==> config.mk <==
export PLATFORM = sky130hd
export DESIGN_NAME = buffer_access_arbiter
export DESIGN_NICKNAME = d
export VERILOG_FILES = /design/src/rtl/usb_buf_pkg.sv /design/src/rtl/buffer_access_arbiter.sv
export SDC_FILE = /design/constraint.sdc
export NUM_CORES = 1
export LEC_CHECK = 0
export ABC_AREA = 1
export CAP_MARGIN = 40
export CORE_MARGIN = 2
export CORE_UTILIZATION = 41
export CTS_BUF_LIST = sky130_fd_sc_hd__clkbuf_8
export DETAILED_ROUTE_END_ITERATION = 12
export HOLD_SLACK_MARGIN = 0.03
export PLACE_DENSITY = 0.77
export SETUP_SLACK_MARGIN = 0.05
export SLEW_MARGIN = 10
export SYNTH_ARGS = -nofsm -noshare
export SYNTH_HDL_FRONTEND = slang
export SYNTH_SLANG_ARGS = --single-unit
==> constraint.sdc <==
create_clock -name clk -period 1.22 [get_ports clk]
set_input_delay 0.183 -clock clk [delete_from_list [all_inputs] [get_ports clk]]
set_output_delay 0.183 -clock clk [all_outputs]
set_load 0.1 [all_outputs]
==> src/rtl/usb_buf_pkg.sv <==
// Shared types for the USB endpoint buffer logic.
// Holds the arbiter state encoding and the default buffer depth.
package usb_buf_pkg;

  localparam int BUF_DEPTH_DEFAULT = 64;

  typedef enum logic [2:0] {
    IDLE      = 3'd0,
    AHB_FILL  = 3'd1,
    TX_WAIT   = 3'd2,
    TX_DRAIN  = 3'd3,
    RX_FILL   = 3'd4,
    AHB_DRAIN = 3'd5
  } bufState_t;

endpackage

==> src/rtl/buffer_access_arbiter.sv <==
// Arbitrates ownership of the endpoint data buffer between the AHB host
// and the USB RX/TX engines; Moore FSM with registered NAK/flush pulses.
module buffer_access_arbiter
  import usb_buf_pkg::*;
#(
  parameter int BUF_DEPTH = BUF_DEPTH_DEFAULT
) (
  input  logic       clk,
  input  logic       nRst,
  input  logic       txPacketSizeChanged,
  input  logic [6:0] txPacketDataSize,
  input  logic       rxPacketStart,
  input  logic       rxPacketDone,
  input  logic       rxPacketError,
  input  logic       txStart,
  input  logic       txTransferDone,
  input  logic [6:0] bufferOccupancy,
  input  logic       flush,
  output logic       ahbGrant,
  output logic       usbRxGrant,
  output logic       usbTxGrant,
  output logic       bufferReserved,
  output logic       txPacketReady,
  output logic       rxDataReady,
  output logic       nakOut,
  output logic       bufferFlush,
  output logic       pendingTx
);

  localparam logic [6:0] DEPTH_MAX = 7'(BUF_DEPTH);

  bufState_t  state;
  bufState_t  stateNext;
  logic [6:0] sizeReg;
  logic [6:0] sizeClamped;
  logic       pendingNext;
  logic       nakNext;
  logic       flushNext;

  assign sizeClamped = (txPacketDataSize > DEPTH_MAX) ? DEPTH_MAX : txPacketDataSize;

  // NOTE: every signal gets a default before the case, so no path can infer a latch.
  always_comb begin
    stateNext   = state;
    pendingNext = pendingTx | txPacketSizeChanged;
    if (flush) begin
      stateNext   = IDLE;
      pendingNext = 1'b0;
    end else begin
      case (state)
        IDLE: begin
          if (rxPacketStart) begin
            stateNext = RX_FILL;
          end else if (txPacketSizeChanged || pendingTx) begin
            stateNext   = AHB_FILL;
            pendingNext = 1'b0;
          end
        end
        AHB_FILL:  if (bufferOccupancy == sizeReg) stateNext = TX_WAIT;
        TX_WAIT:   if (txStart) stateNext = TX_DRAIN;
        TX_DRAIN:  if (txTransferDone) stateNext = IDLE;
        RX_FILL: begin
          // An aborted packet outranks a simultaneous good-CRC report.
          if (rxPacketError)     stateNext = IDLE;
          else if (rxPacketDone) stateNext = AHB_DRAIN;
        end
        AHB_DRAIN: if (bufferOccupancy == 7'd0) stateNext = IDLE;
        default:   stateNext = IDLE;
      endcase
    end
  end

  always_comb begin
    nakNext   = (rxPacketStart && (state != IDLE)) ||
                (txStart && (state != TX_WAIT) && (state != TX_DRAIN));
    flushNext = flush || ((state == RX_FILL) && rxPacketError);
  end

  // NOTE: sequential state uses non-blocking assignments so all registers update together.
  always_ff @(posedge clk or negedge nRst) begin
    if (!nRst) begin
      state     <= IDLE;
      sizeReg   <= 7'd0;
      pendingTx <= 1'b0;
    end else begin
      state     <= stateNext;
      pendingTx <= pendingNext;
      if (txPacketSizeChanged) sizeReg <= sizeClamped;
    end
  end

  always_ff @(posedge clk or negedge nRst) begin
    if (!nRst) begin
      nakOut      <= 1'b0;
      bufferFlush <= 1'b0;
    end else begin
      nakOut      <= nakNext;
      bufferFlush <= flushNext;
    end
  end

  // Decoded from the registered state only, so reset clears them asynchronously.
  assign ahbGrant       = (state == AHB_FILL) || (state == AHB_DRAIN);
  assign usbRxGrant     = (state == RX_FILL);
  assign usbTxGrant     = (state == TX_DRAIN);
  assign bufferReserved = (state != IDLE);
  assign txPacketReady  = (state == TX_WAIT) || (state == TX_DRAIN);
  assign rxDataReady    = (state == AHB_DRAIN);

endmodule

# [Yosys cells after proc, flatten, opt, wreduce, memory -nomap -nowiden]
# Cells that the tools add are included.
[op_classes] add_sub_neg=0 multipliers=0 div_mod_pow=0 n_lt_le_gt_ge=1 eq_ne=14 shift=0 n_mux=15 bitwise_logic=1 reduce_logical=13
[op_table] op="2-to-1 mux 3 bit" n=9
[op_table] op="one-hot mux 3 bit (6 select lines)" n=1
[op_table] op="inequality test 3 x 2 -> 1 bit (second input constant)" n=3
[op_table] op="inequality test 3 bit (second input constant)" n=3
[op_table] op="inequality test 4 bit (second input constant)" n=2
[op_table] op="== test 7 bit" n=1
[op_table] op="> comparator 7 bit (second input constant)" n=1
[op_table] op="logical NOT 7 bit" n=1
[op_table] op="2-to-1 mux 7 bit" n=1
[op_table] op="== test 3 x 2 -> 1 bit (second input constant)" n=2
[op_table] op="== test 3 bit (second input constant)" n=2
[op_table] op="AND reduction 6 bit" n=1
[op_table] op="logical OR 1 bit" n=5
[op_table] op="logical AND 1 bit" n=4
[op_table] op="2-to-1 mux 1 bit" n=4
[op_table] op="== test 3 x 1 -> 1 bit (second input constant)" n=1
[op_table] op="logical NOT 3 bit" n=1
[op_table] op="nonzero test 3 bit" n=1
[op_table] op="bitwise OR 1 bit" n=1
[totals] ff_bits=13 latchBits=0 mem_bits_rw=0 rom_bits=0 inputBits=23 out_inout_bits=9 word_cells=49 mem_count=0

# [Depth between registers and ports, before layout]
# Gate-level depths: netlist (run 1).
[depth] ltp_word=5 depth_mapped=9 mapped_depth_nobuf=9

# [Least setup slack after synthesis (run 1)]
# OpenSTA, ideal clock, no wires.
[synth_path] kind="register to register" start="register state[1]" end="register state[2]" t_arrival_ns=2.351 required_time_ns=1.155 setup_slack_ns=-1.196 path_stages_with_launch=8 n_path_buf=0 period_less_slack_ns=2.416 path_cell_list="dfrtp_1 nor2_1 inv_1 nor2_1 nand2_1 o21ai_0 nand4_1 nand2_1"
[synth_between] elab_chain_len=3 elab_cells_between_ends=15 classes_between="eq/ne (11); mux (2); reduce/logical (2)"
[synth_lines] item="start: declaration" line="buffer_access_arbiter.sv:32" rtl="bufState_t state;"
[synth_lines] item="start signal: assignment" line="buffer_access_arbiter.sv:86" rtl="state <= stateNext;"
[synth_lines] item="== test 3 bit (*)"
[synth_lines] item="named net usbRxGrant" line="buffer_access_arbiter.sv:20" rtl="output logic usbRxGrant,"
[synth_lines] item="inequality test 4 bit (no source line) or one-hot mux 3 bit (6 select lines) (tied branches)"
[synth_lines] item="AND reduction 6 bit (no source line) or 2-to-1 mux 3 bit (tied branches)"
# The timed path passes the listed nets; every way through them passes the cells marked *.
# A chain may end at the register's enable or synchronous reset.

# [Worst setup path in the final report (run 1)]
[layout_path] start="register state[1]" end="output bufferReserved"
[layout_between] elab_chain_len=1
[layout_lines] item="nonzero test 3 bit" line="buffer_access_arbiter.sv:106" rtl="assign bufferReserved = (state != IDLE);"
[layout_lines] item="end: declaration" line="buffer_access_arbiter.sv:22" rtl="output logic bufferReserved,"
# Every way passes these cells.

==> results.yml, run 1 <==
worst_setup_path:
  worst_path_max_delay_cell: "dfrtp_2"
  cp-end-kind: "primary output"
  crit_chain: "nor2_4 > inv_2 > nor2_4 > inv_2 > buf_12"
  required_ns: 1.04
  cp-start-kind: "flop"
  worst-path-stages: 5
  worstPathArrival_ns: 1.24
  critPathMaxFanout: 4
  cp_top_family: "flip-flops"
  cpPeakStageDelay_ns: 0.47
  rr_worst_depth: 10
  ff2ff_setup_slack_ns: -0.17
  crit_buf_inv: 3
  crit_type: "reg -> out"
yosys:
  synth-async-reset-ratio_pct: 100
  synth_nets: 153
  syn_area_per_cell_sq_um: 6.59
  synth_seq_cells: 13
  synth_edf_count: 0
  mappedNetlistArea_sq_um: 857
  yosys-top-cells-area: "dfrtp_1, nand2_1, inv_1, nor2_1, nand3_1"
  synth_common_cells: "nand2_1, inv_1, dfrtp_1, nor2_1, nand3_1"
  syn_inst: 130
  ys.warnings.count: 0
  ys_types: 20
  yosysTopAreaCellShare_pct: 38.0
  synth_ff_type: "dfrtp_1"
  yosys.area.top_type: "dfrtp_1"
  yosys.cell_count.top_type: "nand2_1"
  ys_seq_area_share_pct: 38.0
timing:
  fmax_ghz: 0.701
  relSlewSlack_pct: 82.4
  slew_viol_final: 0
  finalHoldViolCount: 0
  fin_crit_ns: 1.43
  setup_viol: 9
  fin_crit_sh_pct: 117
  setup_slack_ns: -0.207
  rsz0062_at_grt: "true"
  tightest_slew_ns: 0.263
  skew_ns: 0.00127
detailed_routing:
  vias_per_cell: 4.87
  drtIter0Drc: 26
  avgRoutedWirePerCell_microns: 12.6
  num_vias: 1028
  finalWirelength_microns: 2650
  post-route-drc-count: 0
  drt-pass1-iter-count: 4
  antenna_left: 0
placement:
  place_congestion: 0.878
  dp.cells: 200
  post-dp-hpwl_microns: 2010
  io_buffer_count: 31
  place_area_sq_mm: 0.00143
power_and_ir_drop:
  p_sw_share_pct: 50.7
  ir_drop_mv: 2.69
  p_per_area_mw_per_mm2: 2120
  comb_power_share_pct: 70.1
  p_int_mw: 1.64
  switchingPower_mw: 1.68
  clockPowerShare_pct: 11.1
  seqPwrFrac_pct: 18.8
  p_leak_nw: 0.808
clocking:
  cts_tree: "done"
  cts_htree_levels: 1
  clock_sinks: 13
  cts_buffers: 3
  cts-root-buf: "clkbuf_8"
  cts.clk_slew.worst_paths_ns: 0.05
  worstSkewPairLatency_ns: 0.24
  cts_buffer_depth: 2
cells_and_area:
  postLayoutCellArea_sq_mm: 0.00157
  nets: 208
  drive_gt1_share_pct: 31.0
  num_antenna_cells: 0
  area_growth_pct: 82.8
  stdcell_count: 211
global_routing:
  grt_pass1_vias: 1012
  antenna_found_initial: 0
  grt_pass1_wl_microns: 4370
  grt_overflow: 0
  track_usage_pct: 23.2
  grt_max_degree: 14
flow_run:
  maxCapViolCount: 0
die:
  dieArea_sq_mm: 0.00247
  io_pins: 32
  core_sq_mm: 0.00196
  row_count: 16
  die_w_microns: 49.7
  start_util_pct: 43.7
  die_h_microns: 49.7
run_status:
  status: "complete, but fails checks"
  violations: "setup timing"
min_path:
  worstHoldPathType: "in -> async"
==> layout by cell type, fill, tap and decap left out <==
cell and n:
a21oi_1 1, a31oi_1 1, buf_12 10, buf_4 18
buf_6 1, clkbuf_8 3, clkdlybuf4s50_1 22, dfrtp_1 10
dfrtp_2 3, inv_1 26, inv_2 4, inv_4 1
nand2_1 36, nand2_2 4, nand2_4 1, nand3_1 7
nand3_2 3, nand4_1 5, nor2_1 10, nor2_4 6
nor3_1 1, nor3_4 1, o21ai_0 5, o21ai_2 1
o21bai_4 1, o22ai_1 3
==> state kept, by name, indices dropped and copies added (netlist names) <==
| name | count |
|---|---|
| sizeReg | 7 |
| bufferFlush | 1 |
| pendingTx | 1 |
| state | 3 |
| nakOut | 1 |
==> stage by stage <==
step / setup TNS [ns] / setup slack (ns) / hold WS, ns / util [%] / power (mW)
after floorplan: -2.69 / -0.642 / -0.113 / - / 1.89
after global placement: -0.795 / -0.253 / 0.507 / 72.8 / 2.70
after detailed placement: -0.999 / -0.326 / 0.511 / 72.8 / 2.74
after CTS: -1.39 / -0.193 / 0.260 / 78.8 / 3.26
after global routing: -2.05 / -0.264 / 0.270 / 79.8 / 3.46
final: -1.47 / -0.207 / 0.256 / 79.8 / 3.32
==> power groups by stage <==
stage | sequential (mW) | clock, mW | combinational, mW
3_5_place_dp | 0.612 | 0 | 2.13
5_1_grt | 0.634 | 0.396 | 2.43
2_1_floorplan | 0.797 | 0 | 1.10
6_report | 0.626 | 0.368 | 2.33
4_1_cts | 0.619 | 0.373 | 2.27
3_3_place_gp | 0.606 | 0 | 2.09
==> cell type report <==
type / count / area [sq um]
Tap cell: 27 / 33.8
Clock inverter: 1 / 3.75
Clock buffer: 3 / 41.3
Inverter: 30 / 115
Timing Repair Buffer: 51 / 567
Multi-Input combinational cell: 86 / 477
Sequential cell: 13 / 329
Fill cell: 132 / 395
==> path summary, 6_finish.rpt <==
path | startpoint | end
max | state[1]$_DFFE_PN0P_ | bufferReserved
min | nRst | sizeReg[0]$_DFFE_PN0P_
max reg2reg | state[2]$_DFFE_PN0P_ | state[2]$_DFFE_PN0P_
min reg2reg | sizeReg[2]$_DFFE_PN0P_ | sizeReg[2]$_DFFE_PN0P_
max in group asynchronous | nRst | state[1]$_DFFE_PN0P_
min in group clk | rxPacketError | bufferFlush$_DFF_PN0_
==> timing repair <==
action	in CTS	in global routing
buffers inserted	6	1
hold buffers	0	0
resized for setup	9	3
endpoints found under the setup margin	9	10
pin swaps	7	4
==> layer usage <==
layer | global-route usage, % | vias up | part of all wire [%]
met4 | 7.87 | 0 | 1.4
met2 | 46.0 | 39 | 56
met5 | 0 | - | 0
met3 | 5.15 | 8 | 5.7
li1 | - | 510 | -
met1 | 23.2 | 471 | 37
==> cell families after synthesis <==
kind of cell | count (synthesis) | share of synthesized area (%)
compound gates | 12 | 9.20
flops | 13 | 38.0
simple gates | 74 | 39.1
buf+inv | 31 | 13.7
==> worst reg2reg max path, delay by kind of cell, from the launching register on <==
| family | cells | cell delay (ns) |
|---|---|---|
| and+or+nand+nor | 8 | 0.66 |
| DFF | 1 | 0.39 |
| buffers and inverters | 2 | 0.22 |
No activity file was read; power rests on OpenSTA's default activity.
==> run 2, diff against run 1 <==
Settings changed: CORE_UTILIZATION 41 to 35, CTS_CLUSTER_SIZE from default to 28, PLACE_DENSITY 0.77 to 0.67.
==> results.yml, run 2 (synthesis results as in run 1) <==
worst_setup_path:
  cpPeakStageDelay_ns: 0.47
  cp-end-kind: "primary output"
  crit_buf_inv: 3
  required_ns: 1.04
  cp-start-kind: "flop"
  worstPathArrival_ns: 1.25
  critPathMaxFanout: 4
  cp_top_family: "flip-flops"
  crit_type: "reg -> out"
  worst_path_max_delay_cell: "dfrtp_2"
  crit_chain: "nor2_4 > inv_2 > nor2_4 > inv_2 > buf_12"
placement:
  pre_cts_slack_ns: -0.319
  post-dp-hpwl_microns: 1910
  io_buffer_count: 31
  place_congestion: 0.840
clocking:
  cts_tree: "done"
  cts.clk_slew.worst_paths_ns: 0.05
  cts_buffer_depth: 2
  clock_sinks: 13
  cts_buffers: 3
  cts_htree_levels: 1
  worstSkewPairLatency_ns: 0.24
  cts-root-buf: "clkbuf_8"
flow_run:
  maxCapViolCount: 0
detailed_routing:
  drtIter0Drc: 16
  post-route-drc-count: 0
  drt-pass1-iter-count: 4
  finalWirelength_microns: 2580
  antenna_left: 0
  num_vias: 1011
  vias_per_cell: 4.68
  avgRoutedWirePerCell_microns: 11.9
global_routing:
  grt_max_degree: 14
  antenna_found_initial: 0
  grt_overflow: 0
  grt_pass1_vias: 1003
  track_usage_pct: 19.4
  grt_pass1_wl_microns: 3960
timing:
  finalHoldViolCount: 0
  skew_ns: 0.00139
  tightest_slew_ns: 0.246
  relSlewSlack_pct: 83.6
  fin_hold_ws_ns: 0.245
  fin_crit_ns: 1.43
  fmax_ghz: 0.699
  setup_viol: 10
  slew_viol_final: 0
  fin_crit_sh_pct: 117
  rsz0062_at_grt: "true"
  fin_tns_setup_ns: -1.47
  setup_slack_ns: -0.210
cells_and_area:
  num_antenna_cells: 0
  area_growth_pct: 87.2
  reg_top3: "sizeReg (7), state (3)"
  multi_input_area_sq_um: 472
  regMostFlops: "sizeReg"
  fin_util_pct: 71.1
  drive_gt1_share_pct: 31.9
  final_common_cell: "nand2_1"
  largest_reg_flops: 7
  layout_common_cells: "nand2_1, inv_1, clkdlybuf4s50_1"
  seq_area_sq_um: 329
  nets: 212
  n_fill_cell: 184
die:
  die_h_microns: 53.5
  row_count: 17
  dieArea_sq_mm: 0.00286
  core_sq_mm: 0.00225
  io_pins: 32
  die_w_microns: 53.5
  start_util_pct: 38.0
run_status:
  status: "complete, but fails checks"
  violations: "setup timing"
power_and_ir_drop:
  p_leak_nw: 0.838
  ir_drop_mv: 2.35
  power_mw: 3.47
  p_per_area_mw_per_mm2: 2160
min_path:
  worstHoldPathType: "in -> async"
run 2: path summary, 6_finish.rpt:
kind / cells after the start / endpoint / slack, ns / start
min in group clk: 3 / bufferFlush$_DFF_PN0_ / 0.50 / rxPacketError
max reg2reg: 9 / state[0]$_DFFE_PN0P_ / -0.15 / state[1]$_DFFE_PN0P_
max in group asynchronous: 2 / state[1]$_DFFE_PN0P_ / 0.80 / nRst
max: 5 / bufferReserved / -0.21 / state[1]$_DFFE_PN0P_
min reg2reg: 2 / sizeReg[6]$_DFFE_PN0P_ / 0.55 / sizeReg[6]$_DFFE_PN0P_
min: 2 / sizeReg[0]$_DFFE_PN0P_ / 0.25 / nRst
run 2: power by group:
| group | internal [mW] | total (mW) | switching, mW |
|---|---|---|---|
| Clock | 0.222 | 0.366 | 0.145 |
| Combinational | 1.03 | 2.48 | 1.45 |
| Sequential | 0.523 | 0.623 | 0.100 |
run 2: cell type report:
type | count | share of cell area (%)
clock buffers | 3 | 2.57
clock inverters | 1 | 0.234
inverters | 30 | 7.33
multi-input cells | 86 | 29.4
flip-flops and latches | 13 | 20.5
well taps | 28 | 2.18
repair buffers | 55 | 37.8
run 2: timing repair:
action	CTS	global route
gates resized for setup	13	5
setup endpoints to repair	9	10
hold buffers	0	0
pin swaps	8	4
buffers inserted	7	3
run 2: stage by stage:
step                std cells  cell area (sq um)
finish                    216               1600
global route              216               1600
CTS                       213               1570
detailed placement        202               1420
global placement          202               1420
floorplan                 130                888
run 2: metal layers:
| metal | global-route usage [%] | share of wire, % | wire [microns] | up-vias |
|---|---|---|---|---|
| met3 | 3.95 | 5.1 | 131 | 0 |
| met1 | 20.3 | 41 | 1050 | 462 |
| met5 | 0 | 0 | 0 | - |
| li1 | - | - | - | 517 |
| met4 | 6.41 | 0 | 0 | 0 |
| met2 | 37.4 | 54 | 1400 | 32 |
